--- src/rtl/sseg_pkg.sv ---
// sseg_pkg -- shared constants for the seven-segment scanner.
//   Segment patterns are {g,f,e,d,c,b,a}, active-low.
//   dig_t is the digit index, which is also the scan sequencer state.
package sseg_pkg;

   localparam int DIG_NUM = 4;

   localparam logic [6:0] SEG_OFF = 7'b1111111;
   localparam logic [3:0] AN_OFF  = 4'b1111;

   localparam logic [6:0] SEG_0 = 7'b1000000;
   localparam logic [6:0] SEG_1 = 7'b1111001;
   localparam logic [6:0] SEG_2 = 7'b0100100;
   localparam logic [6:0] SEG_3 = 7'b0110000;
   localparam logic [6:0] SEG_4 = 7'b0011001;
   localparam logic [6:0] SEG_5 = 7'b0010010;
   localparam logic [6:0] SEG_6 = 7'b0000010;
   localparam logic [6:0] SEG_7 = 7'b1111000;
   localparam logic [6:0] SEG_8 = 7'b0000000;
   localparam logic [6:0] SEG_9 = 7'b0010000;
   localparam logic [6:0] SEG_A = 7'b0001000;
   localparam logic [6:0] SEG_B = 7'b0000011;
   localparam logic [6:0] SEG_C = 7'b1000110;
   localparam logic [6:0] SEG_D = 7'b0100001;
   localparam logic [6:0] SEG_E = 7'b0000110;
   localparam logic [6:0] SEG_F = 7'b0001110;

   typedef enum logic [1:0] {
      DIG0 = 2'd0,
      DIG1 = 2'd1,
      DIG2 = 2'd2,
      DIG3 = 2'd3
   } dig_t;

endpackage

--- src/rtl/sseg_scan_if.sv ---
// sseg_scan_if -- display-side signal bundle of the scanner.
//   master : drives val[15:0], dp_in[3:0], blank; observes an, seg, dp, frame_tick
//   slave  : the scanner itself (inputs/outputs reversed)
//   an, seg, dp are active-low; frame_tick is a one-cycle pulse.
interface sseg_scan_if;
   import sseg_pkg::*;

   logic [4*DIG_NUM-1:0] val;
   logic [DIG_NUM-1:0]   dp_in;
   logic                 blank;
   logic [DIG_NUM-1:0]   an;
   logic [6:0]           seg;
   logic                 dp;
   logic                 frame_tick;

   modport master (output val, dp_in, blank,
                   input  an, seg, dp, frame_tick);

   modport slave  (input  val, dp_in, blank,
                   output an, seg, dp, frame_tick);
endinterface

--- src/rtl/sseg_hex_dec.sv ---
// sseg_hex_dec -- combinational nibble to seven-segment decoder.
//   nib : 4-bit hex digit
//   seg : {g,f,e,d,c,b,a}, active-low
module sseg_hex_dec
   import sseg_pkg::*;
(
   input  logic [3:0] nib,
   output logic [6:0] seg
);

   always_comb begin
      seg = SEG_OFF;
      case (nib)
         4'h0: seg = SEG_0;
         4'h1: seg = SEG_1;
         4'h2: seg = SEG_2;
         4'h3: seg = SEG_3;
         4'h4: seg = SEG_4;
         4'h5: seg = SEG_5;
         4'h6: seg = SEG_6;
         4'h7: seg = SEG_7;
         4'h8: seg = SEG_8;
         4'h9: seg = SEG_9;
         4'hA: seg = SEG_A;
         4'hB: seg = SEG_B;
         4'hC: seg = SEG_C;
         4'hD: seg = SEG_D;
         4'hE: seg = SEG_E;
         4'hF: seg = SEG_F;
         default: seg = SEG_OFF;
      endcase
   end

endmodule

--- src/rtl/sseg_scan.sv ---
// sseg_scan -- four-digit multiplexed seven-segment display scanner.
//   clk, rst     : clock, asynchronous active-high reset
//   bus (slave)  : val/dp_in/blank in; an/seg/dp/frame_tick out (all registered)
//   DIV          : clock cycles per digit slot (2 .. 2^20)
//   DIG_N        : digit count, fixed at 4
//   Macro SSEG_LZB_EN enables leading-zero blanking of digits 1..3.
//
//   state | meaning
//   DIG0  | digit 0 (rightmost, val[3:0]) selected
//   DIG1  | digit 1 selected
//   DIG2  | digit 2 selected
//   DIG3  | digit 3 selected; its slot end is the frame boundary
module sseg_scan
   import sseg_pkg::*;
#(
   parameter int DIV   = 50000,
   parameter int DIG_N = DIG_NUM
)(
   input  logic        clk,
   input  logic        rst,
   sseg_scan_if.slave  bus
);

   localparam int PW = (DIV > 2) ? $clog2(DIV) : 1;

   logic [PW-1:0] presc;
   logic          slot_end;
   logic          frame_end;
   dig_t          idx, idx_nxt;
   logic [1:0]    dig;
   logic [15:0]   shadow_val;
   logic [3:0]    shadow_dp;
   logic [3:0]    nib;
   logic [6:0]    seg_dec;
   logic [3:0]    an_nxt;
   logic          dp_nxt;

   assign slot_end  = (presc == PW'(DIV - 1));
   assign dig       = idx;
   assign frame_end = slot_end && (dig == 2'(DIG_N - 1));

   always_ff @(posedge clk or posedge rst) begin
      if (rst) idx <= DIG0;
      else     idx <= idx_nxt;
   end

   always_comb begin
      idx_nxt = idx;
      if (slot_end) begin
         case (idx)
            DIG0:    idx_nxt = DIG1;
            DIG1:    idx_nxt = DIG2;
            DIG2:    idx_nxt = DIG3;
            DIG3:    idx_nxt = DIG0;
            default: idx_nxt = DIG0;
         endcase
      end
   end

   // Prescaler and the frame-synchronous shadow copy of the inputs.
   always_ff @(posedge clk or posedge rst) begin
      if (rst) begin
         presc      <= '0;
         shadow_val <= '0;
         shadow_dp  <= '0;
      end else begin
         presc <= slot_end ? '0 : presc + PW'(1);
         if (frame_end) begin
            shadow_val <= bus.val;
            shadow_dp  <= bus.dp_in;
         end
      end
   end

   always_comb begin
      nib = shadow_val[3:0];
      case (dig)
         2'd0: nib = shadow_val[3:0];
         2'd1: nib = shadow_val[7:4];
         2'd2: nib = shadow_val[11:8];
         2'd3: nib = shadow_val[15:12];
         default: nib = shadow_val[3:0];
      endcase
   end

   sseg_hex_dec u_dec (
      .nib (nib),
      .seg (seg_dec)
   );

`ifdef SSEG_LZB_EN
   // A digit is a leading zero when it and every digit left of it are zero;
   // a requested decimal point keeps it lit.
   logic [3:0] lz_off;
   always_comb begin
      lz_off    = '0;
      lz_off[1] = (shadow_val[15:4]  == '0) && !shadow_dp[1];
      lz_off[2] = (shadow_val[15:8]  == '0) && !shadow_dp[2];
      lz_off[3] = (shadow_val[15:12] == '0) && !shadow_dp[3];
   end
`endif

   always_comb begin
      an_nxt      = AN_OFF;
      an_nxt[dig] = 1'b0;
`ifdef SSEG_LZB_EN
      if (lz_off[dig]) an_nxt = AN_OFF;
`endif
      dp_nxt = ~shadow_dp[dig];
      if (bus.blank) begin
         an_nxt = AN_OFF;
         dp_nxt = 1'b1;
      end
   end

   always_ff @(posedge clk or posedge rst) begin
      if (rst) begin
         bus.an         <= AN_OFF;
         bus.seg        <= SEG_OFF;
         bus.dp         <= 1'b1;
         bus.frame_tick <= 1'b0;
      end else begin
         bus.an         <= an_nxt;
         bus.seg        <= seg_dec;
         bus.dp         <= dp_nxt;
         bus.frame_tick <= frame_end;
      end
   end

endmodule
--- src/flat_wrapper.sv ---
// flat-port wrapper written by rule: the top's interface ports become plain ports
module sseg_scan_flat import sseg_pkg::*;
#(
   parameter int DIV   = 50000,
   parameter int DIG_N = DIG_NUM
)
  (clk, rst, bus_val, bus_dp_in, bus_blank, bus_an, bus_seg, bus_dp, bus_frame_tick);
  sseg_scan_if bus_i ();
  input  logic clk;
  input  logic rst;
  input wire logic [$bits(bus_i.val)-1:0] bus_val;
  input wire logic [$bits(bus_i.dp_in)-1:0] bus_dp_in;
  input wire logic [$bits(bus_i.blank)-1:0] bus_blank;
  output wire logic [$bits(bus_i.an)-1:0] bus_an;
  output wire logic [$bits(bus_i.seg)-1:0] bus_seg;
  output wire logic [$bits(bus_i.dp)-1:0] bus_dp;
  output wire logic [$bits(bus_i.frame_tick)-1:0] bus_frame_tick;
  assign bus_i.val = bus_val;
  assign bus_i.dp_in = bus_dp_in;
  assign bus_i.blank = bus_blank;
  assign bus_an = bus_i.an;
  assign bus_seg = bus_i.seg;
  assign bus_dp = bus_i.dp;
  assign bus_frame_tick = bus_i.frame_tick;
  sseg_scan #(.DIV(DIV), .DIG_N(DIG_N)) u_core (.clk(clk), .rst(rst), .bus(bus_i));
endmodule
--- config.mk ---
export PLATFORM = sky130hd
export DESIGN_NAME = sseg_scan_flat
export DESIGN_NICKNAME = d
export VERILOG_FILES = /design/src/rtl/sseg_pkg.sv /design/src/rtl/sseg_scan_if.sv /design/src/rtl/sseg_hex_dec.sv /design/src/rtl/sseg_scan.sv /design/src/flat_wrapper.sv
export SDC_FILE = /design/constraint.sdc
export NUM_CORES = 1
export LEC_CHECK = 0
export CAP_MARGIN = 20
export CORE_MARGIN = 1
export CORE_UTILIZATION = 60
export CTS_BUF_LIST = sky130_fd_sc_hd__clkbuf_8
export CTS_CLUSTER_DIAMETER = 60
export DETAILED_ROUTE_END_ITERATION = 12
export DONT_BUFFER_PORTS = 1
export GPL_ROUTABILITY_DRIVEN = 0
export PLACE_DENSITY = 0.87
export REMOVE_ABC_BUFFERS = 1
export SYNTH_ARGS = -nofsm -noshare
export SYNTH_HDL_FRONTEND = slang
export SYNTH_SLANG_ARGS = --single-unit
--- constraint.sdc ---
create_clock -name clk -period 2.6 [get_ports clk]
set_input_delay 0.52 -clock clk [delete_from_list [all_inputs] [get_ports clk]]
set_output_delay 0.52 -clock clk [all_outputs]
set_load 0.005 [all_outputs]
[Yosys cells after proc, flatten, opt, wreduce, memory -nomap -nowiden]
Memory sizes are Yosys's and may differ from the RTL's. A register that Yosys moved wholly into a read port is not among the register bits.
Cells that the tools add are included.
Storage, ports and cells
  bits in read-only memories: 112
  memories kept: 1
  register bits: 44
Cells by class
  multiplexer cells: 9
  reduce and logical (&&, ||, !) cells: 3
  equality and inequality tests: 4
  order comparisons: 2
  add/subtract/negate cells: 1
  bitwise logic cells: 2
Memory list
  (name not given): depth 16, bits a word 7, rd ports 1, clocked after memory_dff 1, wr ports 0, RTL line sseg_hex_dec.sv:13  | case (nib)
Operators with widths (number)
  16-bit by 1-bit adder with 16-bit output (second input constant): 1
  16-bit equality test (second input constant): 1
  16-bit 2-to-1 mux: 1
  4-bit one-hot mux with 4 select lines: 1
  2-bit one-hot mux with 4 select lines: 1
  2-bit equality test (second input constant): 2
  4-bit 2-to-1 mux: 1
  4-bit NOT: 1
  2-bit by 3-bit less-than comparator with 1-bit output (second input constant): 1
  1-bit 2-to-1 mux: 3
  1-bit binary-select mux with 2-bit select: 1
  1-bit demux with 2-bit select: 1
  2-bit by 1-bit equality test with 1-bit output (second input constant): 1
  2-bit by 1-bit >= comparator with 1-bit output (second input constant): 1
  1-bit logical AND: 2
  2-bit zero test: 1
  1-bit NOT: 1

[Logic depth before layout (Yosys ltp)]
Gate-level depths: netlist of run 1.
  depth in word-level cells: 6
  depth in mapped cells: 9

[Modules after synthesis]
From an unflattened synthesis of run 1, not the netlist that was laid out.
Unflattened totals
  cells, all modules: 192
  area, all modules: 2494.9 um^2
Modules (own cells, without submodules)
  sseg_scan: seq. area each 1291.2 um^2, instances 1, cells each 160, area an instance 2219.6 um^2
  sseg_hex_dec: seq. area each 0.0 um^2, instances 1, cells each 32, area an instance 275.3 um^2

[Least setup slack after synthesis of run 1]
Ideal clock, no wire load.
  kind: register -> register
  from: register u_core.idx[0], in the netlist u_core.dig[0]
  to: register u_core.bus.seg[0]
  period minus slack after synthesis: 2141 ps
  stages on the path, launching flop included: 9
  buffers on the path: 1
  setup slack: 459 ps
  arrival time: 2058 ps
  path through: dfrtp_1 -> inv_1 -> ha_1 -> clkbuf_1 -> mux2i_1 -> inv_1 -> ha_1 -> and3_1 -> a221o_1
On the way
  word-level cells in the longest chain between the ends: 2
RTL lines
  from (decl): RTL line sseg_scan.sv:29  | dig_t idx, idx_nxt;
  from (signal assigned): RTL line sseg_scan.sv:44  | else idx <= idx_nxt;
  2-bit equality test, or another cell as far along: RTL line sseg_scan.sv:77  | case (dig)
  4-bit one-hot mux with 4 select lines *: RTL line sseg_scan.sv:77
  to (decl): RTL line sseg_scan_if.sv:20  | output an, seg, dp, frame_tick);
Mark *: on every way between the ends. The rest lies on a longest branch, timed or not.
A chain may end at the register's enable or synchronous reset.

[Final worst setup path of run 1]
Same ends and word-level chain as after synthesis.

==> metrics.txt, run 1 <==
# TYPE chip_impl_metric gauge
chip_impl_info{name="outcome",value="finished, final reports clean"} 1
chip_impl_metric{name="clock-skew-final",unit="ns"} 0.0135
chip_impl_info{name="yosys-top-cells-count",value="sky130_fd_sc_hd__dfrtp_1, sky130_fd_sc_hd__inv_1, sky130_fd_sc_hd__nor2_1"} 1
chip_impl_info{name="cts_tree",value="done"} 1
chip_impl_metric{name="warnings_from_yosys",unit=""} 0
chip_impl_info{name="yosys-top-cells-area",value="sky130_fd_sc_hd__dfrtp_1, sky130_fd_sc_hd__dfstp_2, sky130_fd_sc_hd__ha_1"} 1
chip_impl_metric{name="ys_async_sr_fraction",unit="%"} 100
chip_impl_metric{name="tightestPinTransition",unit="ns"} 0.609
chip_impl_metric{name="first_iter_violations",unit=""} 150
chip_impl_metric{name="max_clock_freq",unit="MHz"} 442
chip_impl_metric{name="grt_antenna_before_repair",unit=""} 0
chip_impl_metric{name="grt_start_max_net_pins",unit=""} 31
chip_impl_info{name="top_signal_layer_used",value="met4"} 1
chip_impl_metric{name="area_growth",unit="%"} 6.15
chip_impl_metric{name="post-route-min-period",unit="ns"} 2.26
chip_impl_metric{name="setup_slack_at_placement",unit="ns"} 0.347
chip_impl_metric{name="cp_data_required_time",unit="ns"} 2.84
chip_impl_metric{name="grt_pass1_wl",unit="um"} 7470
chip_impl_info{name="yosys.area.top_type",value="sky130_fd_sc_hd__dfrtp_1"} 1
chip_impl_metric{name="filler_cell_count",unit=""} 306
chip_impl_metric{name="drt_drc_violations_left",unit=""} 0
chip_impl_metric{name="antenna_cells_inserted",unit=""} 0
chip_impl_metric{name="grt_pass1_vias",unit=""} 1561
chip_impl_metric{name="antenna_violating_nets_post_route",unit=""} 0
chip_impl_metric{name="setup_violations",unit=""} 0
chip_impl_info{name="rsz0062_at_grt",value="false"} 1
chip_impl_metric{name="ys_seq_area_share",unit="%"} 51.2
chip_impl_metric{name="finalHoldViolCount",unit=""} 0
chip_impl_metric{name="instances_no_fill",unit=""} 262
chip_impl_metric{name="syn-cell-area",unit="sq mm"} 0.00252
chip_impl_metric{name="wl_met1",unit="um"} 1990
chip_impl_metric{name="average_via_count_per_standard_cell",unit=""} 5.99
chip_impl_info{name="yosys.cell_count.top_type",value="sky130_fd_sc_hd__dfrtp_1"} 1
chip_impl_metric{name="wirelength",unit="um"} 4510
chip_impl_metric{name="slew_violations",unit=""} 0
chip_impl_metric{name="core_area",unit="sq mm"} 0.00403
chip_impl_info{name="synth_ff_type",value="sky130_fd_sc_hd__dfrtp_1"} 1
chip_impl_metric{name="p_leak",unit="uW"} 0.00127
chip_impl_metric{name="fp.dieW",unit="um"} 66.8
chip_impl_metric{name="drive_gt1_share",unit="%"} 24.5
chip_impl_metric{name="cts_hold_buf",unit=""} 0
chip_impl_metric{name="worst_case_headroom_to_the_max_slew_limit",unit="%"} 59.4
chip_impl_metric{name="num_rows",unit=""} 23
chip_impl_metric{name="tns",unit="ns"} 0
chip_impl_metric{name="clock_transition_at_the_registers_of_the_reported_paths",unit="ns"} 0.10
chip_impl_metric{name="power_density",unit="mW/mm^2"} 539
chip_impl_metric{name="globalRoute.totalOverflow",unit=""} 0
chip_impl_info{name="min-delay-path-class",value="in -> async"} 1
chip_impl_metric{name="ios",unit=""} 36
chip_impl_metric{name="worstPathMaxFanout",unit=""} 6
chip_impl_metric{name="synthDistinctLibCells",unit=""} 38
chip_impl_metric{name="ctsHtreeMaxLevel",unit=""} 2
chip_impl_metric{name="start_util",unit="%"} 62.6
chip_impl_metric{name="dp_hpwl",unit="um"} 3230
chip_impl_metric{name="dieHeight",unit="um"} 66.8
chip_impl_info{name="critPathCaptureType",value="register"} 1
chip_impl_metric{name="setup_slack",unit="ns"} 0.340
chip_impl_metric{name="detailed_routed_wire_length_on_met2",unit="um"} 2200
chip_impl_info{name="critPathLaunch",value="u_core.dig[0]$_DFFE_PP0N_"} 1
chip_impl_metric{name="netlist_instances",unit=""} 205
chip_impl_metric{name="cts-root-to-sink-buffers",unit=""} 2
chip_impl_metric{name="routed_wire_length_per_instance",unit="um"} 17.2
chip_impl_info{name="setup.worst_path.start_class",value="register"} 1
chip_impl_metric{name="max_cap_violations",unit=""} 0
chip_impl_metric{name="postCtsSetupBuffers",unit=""} 0
chip_impl_metric{name="min_period_over_period",unit="%"} 86.9
chip_impl_metric{name="yosysTopAreaCellShare",unit="%"} 38.7
chip_impl_metric{name="drt_pass1_iterations",unit=""} 4
chip_impl_metric{name="synth_area_per_cell",unit="sq um"} 12.3
chip_impl_metric{name="cts_inserted_buffers",unit=""} 5
chip_impl_metric{name="post_cts.resized_instances",unit=""} 0
chip_impl_metric{name="grtUsageTotal",unit="%"} 23.1
chip_impl_info{name="clock-root-buffer",value="sky130_fd_sc_hd__clkbuf_8"} 1
chip_impl_metric{name="max-vdd-ir-drop",unit="V"} 0.000416
chip_impl_metric{name="worst_skew_pair.late_latency",unit="ns"} 0.31
chip_impl_metric{name="layout.nets",unit=""} 246
chip_impl_info{name="worst_r2r_startpoint",value="u_core.dig[0]$_DFFE_PP0N_"} 1
chip_impl_metric{name="synth-edff-count",unit=""} 0
chip_impl_metric{name="vias",unit=""} 1570
chip_impl_metric{name="port_buffers",unit=""} 0
chip_impl_metric{name="synth_seq_cells",unit=""} 51
chip_impl_info{name="worstSetupPathType",value="reg -> reg"} 1
chip_impl_metric{name="tritoncts_num_sinks",unit=""} 51
chip_impl_metric{name="worst_ep_arrival_time",unit="ns"} 2.50
chip_impl_metric{name="wl_met3",unit="um"} 215
chip_impl_metric{name="place.detailed.instances",unit=""} 254
chip_impl_metric{name="dieArea",unit="sq mm"} 0.00446
==> routing by layer <==
layer / global-route usage (%) / vias up
met5: 0 / -
met4: 9.84 / 0
met3: 6.16 / 10
met2: 35.7 / 51
met1: 30.2 / 780
li1: - / 729
==> where the power goes <==
part	internal [uW]	switching [uW]	leakage, uW
registers	816	11.4	0.000601
logic	24.2	25.9	0.000611
clock network	311	254	0.0000612
total	1150	291	0.00127
==> placed cells by master, fill, tap and decap left out, types with 7 or more instances in the layout <==
cell / instances
sky130_fd_sc_hd__nand3_1: 7
sky130_fd_sc_hd__inv_1: 12
sky130_fd_sc_hd__dfstp_2: 12
sky130_fd_sc_hd__dfrtp_1: 39
sky130_fd_sc_hd__ha_1: 12
sky130_fd_sc_hd__mux2i_1: 10
sky130_fd_sc_hd__mux2_2: 9
sky130_fd_sc_hd__xnor2_1: 7
sky130_fd_sc_hd__mux2_4: 10
sky130_fd_sc_hd__nor2_1: 13
sky130_fd_sc_hd__nand2_1: 10
==> per-stage QoR <==
step | util (%) | power [uW] | hold slack (ns) | cell area [sq um]
final | 66.4 | 1440 | 0.155 | 2680
after global routing | 66.4 | 1490 | 0.212 | 2680
after CTS | 66.4 | 1450 | 0.183 | 2680
after detailed placement | 63.5 | 895 | 0.493 | 2560
after global placement | 63.5 | 892 | 0.471 | 2560
after floorplan | - | 878 | 0.455 | 2460
==> worst max-delay path, stage by stage (launching register included) <==
cell	delay (ns)
sky130_fd_sc_hd__dfrtp_1	0.45
sky130_fd_sc_hd__inv_1	0.12
sky130_fd_sc_hd__ha_1	0.28
sky130_fd_sc_hd__a222oi_1	0.32
sky130_fd_sc_hd__mux2_2	0.28
sky130_fd_sc_hd__inv_1	0.10
sky130_fd_sc_hd__ha_1	0.23
sky130_fd_sc_hd__and3_1	0.16
sky130_fd_sc_hd__a221o_1	0.26
==> sequential cells by signal (all words and copies together) (netlist names) <==
register	cells
u_core.bus.frame_tick	1
u_core.dig	2
u_core.shadow_val	16
u_core.bus.dp	1
u_core.presc	16
u_core.shadow_dp	4
u_core.bus.seg	7
u_core.bus.an	4
==> path summary, 6_finish.rpt <==
path / end / slack (ns) / depth (start not counted)
max: u_core.bus.seg[0]$_DFF_PP1_ / 0.34 / 8
min in group clk: u_core.bus.an[1]$_DFF_PP1_ / 0.33 / 1
min: u_core.shadow_val[2]$_DFFE_PP0P_ / 0.15 / 1
max reg2reg: u_core.bus.seg[0]$_DFF_PP1_ / 0.34 / 8
max in group asynchronous: u_core.bus.an[2]$_DFF_PP1_ / 1.71 / 2
min reg2reg: u_core.presc[0]$_DFF_PP0_ / 0.50 / 1
==> kinds of logic (layout without fill, tap and decap cells) <==
group	count (synthesis)	count (layout)	synth area share, %
simple gates	61	61	14.0
flops	51	51	51.2
xor+xnor	13	13	4.52
compound gates	19	19	5.01
mux	30	30	14.8
fa+ha+maj	12	12	5.96
buf+inv	19	26	4.42
==> layout make-up <==
class	count	area [sq um]	area share [%]
sequential	51	1290	48.2
multi-input combinational	135	1120	41.8
clock buffer	6	82.6	3.09
tap	50	62.6	2.34
inverter	13	48.8	1.82
timing repair buffer	5	37.5	1.40
clock inverter	2	35.0	1.31
Power figures use the tool's default switching activity.
==> inputs of run 2 (changes only) <==
- clock period: 2.6 -> 2.3 ns (I/O delays scaled with it)
==> run 2 against run 1 <==
Compared with the run above: register-to-register slack worse by 0.25 ns; worst hold slack worse by 0.083 ns; worst setup slack worse by 0.25 ns; maximum frequency up 2.2%; via count down 0.45%; cell count up 1.9%; combinational power up 15%; non-clock buffer count up 5; clock power down 11%; core utilization up 0.34 points; sequential cell count unchanged; total power up 3.8%; highest routed layer unchanged.
==> metrics.txt, run 2 (synthesis gave the netlist of run 1 again) <==
# TYPE chip_impl_metric gauge
chip_impl_metric{name="tightestPinTransition",unit="ns"} 0.541
chip_impl_metric{name="dp_hpwl",unit="um"} 3430
chip_impl_metric{name="power_density",unit="mW/mm^2"} 557
chip_impl_metric{name="slew_violations",unit=""} 0
chip_impl_metric{name="dieHeight",unit="um"} 66.8
chip_impl_metric{name="instances_no_fill",unit=""} 267
chip_impl_metric{name="worst_ep_arrival_time",unit="ns"} 2.44
chip_impl_metric{name="drive_gt1_share",unit="%"} 26.3
chip_impl_metric{name="cts-root-to-sink-buffers",unit=""} 2
chip_impl_metric{name="core_area",unit="sq mm"} 0.00403
chip_impl_info{name="clock-root-buffer",value="sky130_fd_sc_hd__clkbuf_8"} 1
chip_impl_metric{name="grt_pass1_wl",unit="um"} 7840
chip_impl_info{name="worstSetupPathType",value="reg -> reg"} 1
chip_impl_metric{name="place.detailed.instances",unit=""} 256
chip_impl_metric{name="grt_antenna_before_repair",unit=""} 0
chip_impl_metric{name="filler_cell_count",unit=""} 307
chip_impl_info{name="final_common_cell",value="sky130_fd_sc_hd__dfrtp_1"} 1
chip_impl_info{name="critPathLaunch",value="u_core.dig[1]$_DFFE_PP0N_"} 1
chip_impl_metric{name="finalHoldViolCount",unit=""} 0
chip_impl_metric{name="grtUsageTotal",unit="%"} 24.5
chip_impl_metric{name="first_iter_violations",unit=""} 110
chip_impl_metric{name="dieArea",unit="sq mm"} 0.00446
chip_impl_info{name="cts_tree",value="done"} 1
chip_impl_metric{name="worst_case_headroom_to_the_max_slew_limit",unit="%"} 63.9
chip_impl_metric{name="cp_data_required_time",unit="ns"} 2.53
chip_impl_metric{name="wirelength",unit="um"} 4640
chip_impl_metric{name="port_buffers",unit=""} 0
chip_impl_info{name="crit_path_cell_trace",value="inv_1 > ha_1 > a222oi_1 > mux2_4 > inv_1 > ha_1 > and3_1 > a221o_1"} 1
chip_impl_metric{name="vias",unit=""} 1563
chip_impl_info{name="largestRegisters",value="u_core.presc: 16 flops, u_core.shadow_val: 16 flops, u_core.bus.seg: 7 flops"} 1
chip_impl_metric{name="routed_wire_length_per_instance",unit="um"} 17.4
chip_impl_metric{name="cts_inserted_buffers",unit=""} 5
chip_impl_metric{name="slowest_cell_delay_on_critical_path",unit="ns"} 0.41
chip_impl_info{name="setup.worst_path.start_class",value="register"} 1
chip_impl_metric{name="max_clock_freq",unit="MHz"} 452
chip_impl_metric{name="num_rows",unit=""} 23
chip_impl_metric{name="start_util",unit="%"} 62.6
chip_impl_metric{name="antenna_cells_inserted",unit=""} 0
chip_impl_info{name="worst_r2r_startpoint",value="u_core.dig[1]$_DFFE_PP0N_"} 1
chip_impl_metric{name="post_placement_cell_area",unit="sq mm"} 0.00257
chip_impl_metric{name="clock_transition_at_the_registers_of_the_reported_paths",unit="ns"} 0.09
chip_impl_metric{name="p_leak",unit="uW"} 0.00129
chip_impl_metric{name="tritoncts_num_sinks",unit=""} 51
chip_impl_metric{name="fp.dieW",unit="um"} 66.8
chip_impl_info{name="timing.critical_path.slowest_stage_cell",value="sky130_fd_sc_hd__dfrtp_1"} 1
chip_impl_metric{name="setup_violations",unit=""} 0
chip_impl_metric{name="max_cap_violations",unit=""} 0
chip_impl_metric{name="antenna_violating_nets_post_route",unit=""} 0
chip_impl_metric{name="final_util",unit="%"} 66.8
chip_impl_metric{name="grt_start_max_net_pins",unit=""} 27
chip_impl_metric{name="min_period_over_period",unit="%"} 96.1
chip_impl_metric{name="total_power",unit="uW"} 1500
chip_impl_metric{name="drt_pass1_iterations",unit=""} 5
chip_impl_metric{name="ios",unit=""} 36
chip_impl_metric{name="worstPathMaxFanout",unit=""} 5
chip_impl_metric{name="clock-skew-final",unit="ns"} 0.00696
chip_impl_metric{name="grt_pass1_vias",unit=""} 1626
chip_impl_metric{name="worst_skew_pair.late_latency",unit="ns"} 0.31
chip_impl_info{name="min-delay-path-class",value="in -> async"} 1
chip_impl_metric{name="ctsHtreeMaxLevel",unit=""} 2
chip_impl_metric{name="post-route-min-period",unit="ns"} 2.21
chip_impl_metric{name="worstPathBufferInverterCount",unit=""} 2
chip_impl_metric{name="max-vdd-ir-drop",unit="V"} 0.000491
chip_impl_metric{name="drt_drc_violations_left",unit=""} 0
chip_impl_metric{name="finalInstanceArea",unit="sq mm"} 0.00269
chip_impl_metric{name="layout.nets",unit=""} 251
chip_impl_info{name="most-common-layout-cells",value="sky130_fd_sc_hd__dfrtp_1, sky130_fd_sc_hd__inv_1, sky130_fd_sc_hd__nor2_1"} 1
chip_impl_metric{name="area_growth",unit="%"} 6.70
chip_impl_info{name="outcome",value="finished, final reports clean"} 1
chip_impl_info{name="critPathCaptureType",value="register"} 1
chip_impl_metric{name="tns",unit="ns"} 0
chip_impl_metric{name="average_via_count_per_standard_cell",unit=""} 5.85
chip_impl_metric{name="globalRoute.totalOverflow",unit=""} 0
chip_impl_info{name="critical_path.top_delay_family",value="compound AO/OA/AOI/OAI gates"} 1
==> run 2: metrics by stage <==
stage                     worst slack (ns)  hold WS [ns]
final                               0.0886        0.0718
after detailed placement            0.0687         0.423
after CTS                           0.0125        0.0966
after global routing               -0.0273         0.115
after global placement               0.163         0.410
after floorplan                     0.0575         0.455
==> run 2: path summary, 6_finish.rpt <==
kind / to / slack [ns] / cells past startpoint
worst max-delay path: u_core.bus.seg[0]$_DFF_PP1_ / 0.09 / 8
worst min-delay path: u_core.presc[3]$_DFF_PP0_ / 0.07 / 1
worst max register to register: u_core.bus.seg[0]$_DFF_PP1_ / 0.09 / 8
worst min register to register: u_core.presc[0]$_DFF_PP0_ / 0.50 / 1
max in group asynchronous: u_core.bus.seg[3]$_DFF_PP1_ / 1.56 / 2
min in group clk: u_core.bus.an[1]$_DFF_PP1_ / 0.27 / 1
==> run 2: power by group <==
part | leakage, uW | internal (uW) | switching (uW)
clock network | 0.0000460 | 214 | 291
logic | 0.000641 | 27.5 | 30.0
registers | 0.000600 | 923 | 13.1
==> run 2: final cells by class <==
cell class,instances,area [sq um],area share (%)
timing repair buffer,10,75.1,2.79
multi-input combinational,135,1120,41.7
clock inverter,3,20.0,0.744
inverter,13,48.8,1.81
sequential,51,1290,48.0
tap,50,62.6,2.33
clock buffer,5,68.8,2.56
==> run 2: layer usage <==
metal / global-route usage (%) / wire length [um] / vias to the layer above
li1: - / - / 739
met1: 31.8 / 2030 / 765
met2: 39.0 / 2320 / 48
met3: 7.02 / 199 / 11
met4: 8.51 / 96 / 0
met5: 0 / 0 / -
==> run 2: repair_timing <==
item	in CTS	in global routing
setup endpoints to repair	0	3
gates resized for setup	0	2
hold buffers	0	0
buffers inserted	0	3
==> inputs of run 3 (changes only) <==
- CORE_UTILIZATION: 60 -> 65
- PLACE_DENSITY: 0.87 -> 0.92
==> run 3 against run 2 <==
Compared with the run above: register-to-register slack got worse by 0.03 ns; count of clock-buffer cells in the layout increased by 1; cell area increased by 0.60%; sequential cell count unchanged; total power increased by 2.4%; die area decreased by 7.5%; highest routed layer unchanged.
==> metrics.txt, run 3 (synthesis gave the netlist of run 1 again) <==
# TYPE chip_impl_metric gauge
chip_impl_info{name="outcome",value="finished, final reports clean"} 1
chip_impl_metric{name="post-route-min-period",unit="ns"} 2.24
chip_impl_metric{name="dieArea",unit="sq mm"} 0.00413
chip_impl_info{name="clock-root-buffer",value="sky130_fd_sc_hd__clkbuf_8"} 1
chip_impl_metric{name="grt_start_max_net_pins",unit=""} 28
chip_impl_metric{name="antenna_violating_nets_post_route",unit=""} 0
chip_impl_metric{name="power_density",unit="mW/mm^2"} 567
chip_impl_metric{name="slew_violations",unit=""} 0
chip_impl_metric{name="slowest_cell_delay_on_critical_path",unit="ns"} 0.43
chip_impl_metric{name="max-vdd-ir-drop",unit="V"} 0.000489
chip_impl_info{name="timing.critical_path.slowest_stage_cell",value="sky130_fd_sc_hd__dfrtp_1"} 1
chip_impl_metric{name="wirelength",unit="um"} 4640
chip_impl_metric{name="grt_util_met2",unit="%"} 41.8
chip_impl_metric{name="grt_pass1_vias",unit=""} 1632
chip_impl_info{name="most-common-layout-cells",value="sky130_fd_sc_hd__dfrtp_1, sky130_fd_sc_hd__nor2_1, sky130_fd_sc_hd__inv_1, sky130_fd_sc_hd__dfstp_2, sky130_fd_sc_hd__mux2_4"} 1
chip_impl_metric{name="p_leak",unit="uW"} 0.00129
chip_impl_metric{name="timing.hold.ws",unit="ns"} 0.0570
chip_impl_metric{name="worstPathBufferInverterCount",unit=""} 2
chip_impl_metric{name="port_buffers",unit=""} 0
chip_impl_info{name="final_common_cell",value="sky130_fd_sc_hd__dfrtp_1"} 1
chip_impl_metric{name="ctsHtreeMaxLevel",unit=""} 2
chip_impl_metric{name="drive_gt1_share",unit="%"} 26.9
chip_impl_metric{name="drt_drc_violations_left",unit=""} 0
chip_impl_info{name="setup.worst_path.start_class",value="register"} 1
chip_impl_metric{name="start_util",unit="%"} 68.4
chip_impl_metric{name="num_rows",unit=""} 22
chip_impl_metric{name="dieHeight",unit="um"} 64.3
chip_impl_metric{name="core_area",unit="sq mm"} 0.00369
chip_impl_metric{name="power_frac_comb",unit="%"} 3.8
chip_impl_metric{name="grt_antenna_before_repair",unit=""} 0
chip_impl_metric{name="vias",unit=""} 1572
chip_impl_metric{name="grtUsageTotal",unit="%"} 24.4
chip_impl_metric{name="min_period_over_period",unit="%"} 97.5
chip_impl_metric{name="grt_pass1_wl",unit="um"} 7520
chip_impl_metric{name="routed_wire_length_per_instance",unit="um"} 17.6
chip_impl_metric{name="antenna_cells_inserted",unit=""} 0
chip_impl_metric{name="p_sw_share",unit="%"} 22.0
chip_impl_metric{name="setup_violations",unit=""} 0
chip_impl_metric{name="power_switching",unit="uW"} 337
chip_impl_info{name="rsz0062_at_grt",value="false"} 1
chip_impl_info{name="worstSetupPathType",value="reg -> reg"} 1
chip_impl_metric{name="clock-skew-final",unit="ns"} 0.00974
chip_impl_metric{name="worst_case_headroom_to_the_max_slew_limit",unit="%"} 65.7
chip_impl_metric{name="layout.nets",unit=""} 250
chip_impl_metric{name="area_growth",unit="%"} 7.35
chip_impl_info{name="min-delay-path-class",value="in -> async"} 1
chip_impl_metric{name="tns",unit="ns"} 0
chip_impl_metric{name="max_cap_violations",unit=""} 0
chip_impl_metric{name="worstPathMaxFanout",unit=""} 5
chip_impl_info{name="crit_path_cell_trace",value="inv_1 > ha_2 > a222oi_1 > mux2_4 > inv_1 > ha_1 > and3_1 > a221o_1"} 1
chip_impl_info{name="critPathCaptureType",value="register"} 1
chip_impl_metric{name="place.detailed.instances",unit=""} 253
chip_impl_metric{name="cts_inserted_buffers",unit=""} 5
chip_impl_metric{name="cp_data_required_time",unit="ns"} 2.53
chip_impl_metric{name="cts-root-to-sink-buffers",unit=""} 2
chip_impl_metric{name="drt_pass1_iterations",unit=""} 4
chip_impl_info{name="cts_tree",value="done"} 1
chip_impl_metric{name="cell_internal_pwr",unit="uW"} 1200
chip_impl_metric{name="worst_skew_pair.late_latency",unit="ns"} 0.31
chip_impl_metric{name="ios",unit=""} 36
chip_impl_info{name="busiest_layer",value="met2"} 1
chip_impl_metric{name="average_via_count_per_standard_cell",unit=""} 5.95
chip_impl_info{name="critical_path.top_delay_family",value="compound AO/OA/AOI/OAI gates"} 1
chip_impl_metric{name="max_clock_freq",unit="MHz"} 446
chip_impl_metric{name="fp.dieW",unit="um"} 64.3
chip_impl_metric{name="grtUsageMet1",unit="%"} 28.6
chip_impl_info{name="critical_path.most_common_cell",value="sky130_fd_sc_hd__inv_1"} 1
chip_impl_metric{name="tightestPinTransition",unit="ns"} 0.514
chip_impl_metric{name="instances_no_fill",unit=""} 264
chip_impl_metric{name="clock_transition_at_the_registers_of_the_reported_paths",unit="ns"} 0.10
chip_impl_metric{name="grt.met3_usage",unit="%"} 6.96
chip_impl_metric{name="dp_hpwl",unit="um"} 3350
chip_impl_metric{name="seq_power_share",unit="%"} 61.0
chip_impl_metric{name="worst_ep_arrival_time",unit="ns"} 2.47
chip_impl_metric{name="finalHoldViolCount",unit=""} 0
chip_impl_metric{name="tritoncts_num_sinks",unit=""} 51
chip_impl_metric{name="first_iter_violations",unit=""} 178
chip_impl_metric{name="globalRoute.totalOverflow",unit=""} 0
chip_impl_info{name="largestRegisters",value="u_core.presc: 16 flops, u_core.shadow_val: 16 flops, u_core.bus.seg: 7 flops"} 1
chip_impl_metric{name="share_clk_of_total_power",unit="%"} 35.2
chip_impl_metric{name="cts_hold_buf",unit=""} 0
run 3: stage by stage:
stage / util, % / instance area (sq um) / setup WS [ns] / total power [uW]
final: 73.4 / 2710 / 0.0585 / 1530
after global routing: 73.4 / 2710 / 0.0118 / 1590
after CTS: 73.0 / 2690 / 0.0303 / 1550
after detailed placement: 69.8 / 2580 / 0.00474 / 1010
after global placement: 69.8 / 2580 / 0.165 / 1010
after floorplan: - / 2460 / 0.0575 / 992
run 3: worst reg2reg max path: stages (launching register included):
cell,delay [ns]
sky130_fd_sc_hd__dfrtp_1,0.43
sky130_fd_sc_hd__inv_1,0.12
sky130_fd_sc_hd__ha_2,0.23
sky130_fd_sc_hd__a222oi_1,0.39
sky130_fd_sc_hd__mux2_4,0.25
sky130_fd_sc_hd__inv_1,0.09
sky130_fd_sc_hd__ha_1,0.25
sky130_fd_sc_hd__and3_1,0.16
sky130_fd_sc_hd__a221o_1,0.25
run 3: area by class of cell:
type / count / area [sq um]
well taps: 48 / 60.1
fillers: 240 / 982
repair buffers: 9 / 80.1
flip-flops and latches: 51 / 1290
multi-input cells: 135 / 1130
clock buffers: 6 / 82.6
inverters: 13 / 48.8
clock inverters: 2 / 16.3
run 3: path summary, 6_finish.rpt:
| kind | depth (start not counted) | start | to | slack (ns) |
|---|---|---|---|---|
| setup / recovery | 8 | u_core.dig[1]$_DFFE_PP0N_ | u_core.bus.seg[0]$_DFF_PP1_ | 0.06 |
| hold / removal | 1 | rst | u_core.shadow_dp[1]$_DFFE_PP0P_ | 0.06 |
| setup reg to reg | 8 | u_core.dig[1]$_DFFE_PP0N_ | u_core.bus.seg[0]$_DFF_PP1_ | 0.06 |
| hold reg to reg | 1 | u_core.presc[0]$_DFF_PP0_ | u_core.presc[0]$_DFF_PP0_ | 0.49 |
| max in group asynchronous | 2 | rst | u_core.bus.seg[0]$_DFF_PP1_ | 1.65 |
| min in group clk | 1 | bus_blank | u_core.bus.dp$_DFF_PP1_ | 0.26 |
run 3: per-layer routing:
metal	part of all wire (%)	routed length, um
met1	39	1820
met2	53	2450
met3	5.9	275
met4	1.9	89
met5	0	0
run 3: power by group through the flow:
stage / clock network (uW) / logic [uW] / registers [uW]
after floorplan: 0 / 44.6 / 947
after global placement: 0 / 56.6 / 952
after detailed placement: 0 / 59.8 / 953
after CTS: 556 / 60.2 / 936
after global routing: 586 / 65.8 / 938
final: 540 / 58.6 / 937
run 3: what timing repair did:
item,CTS,global route
pin swaps,0,1
setup buffers,2,1
gates cloned,0,0
resized for setup,1,2
endpoints found under the setup margin,1,2
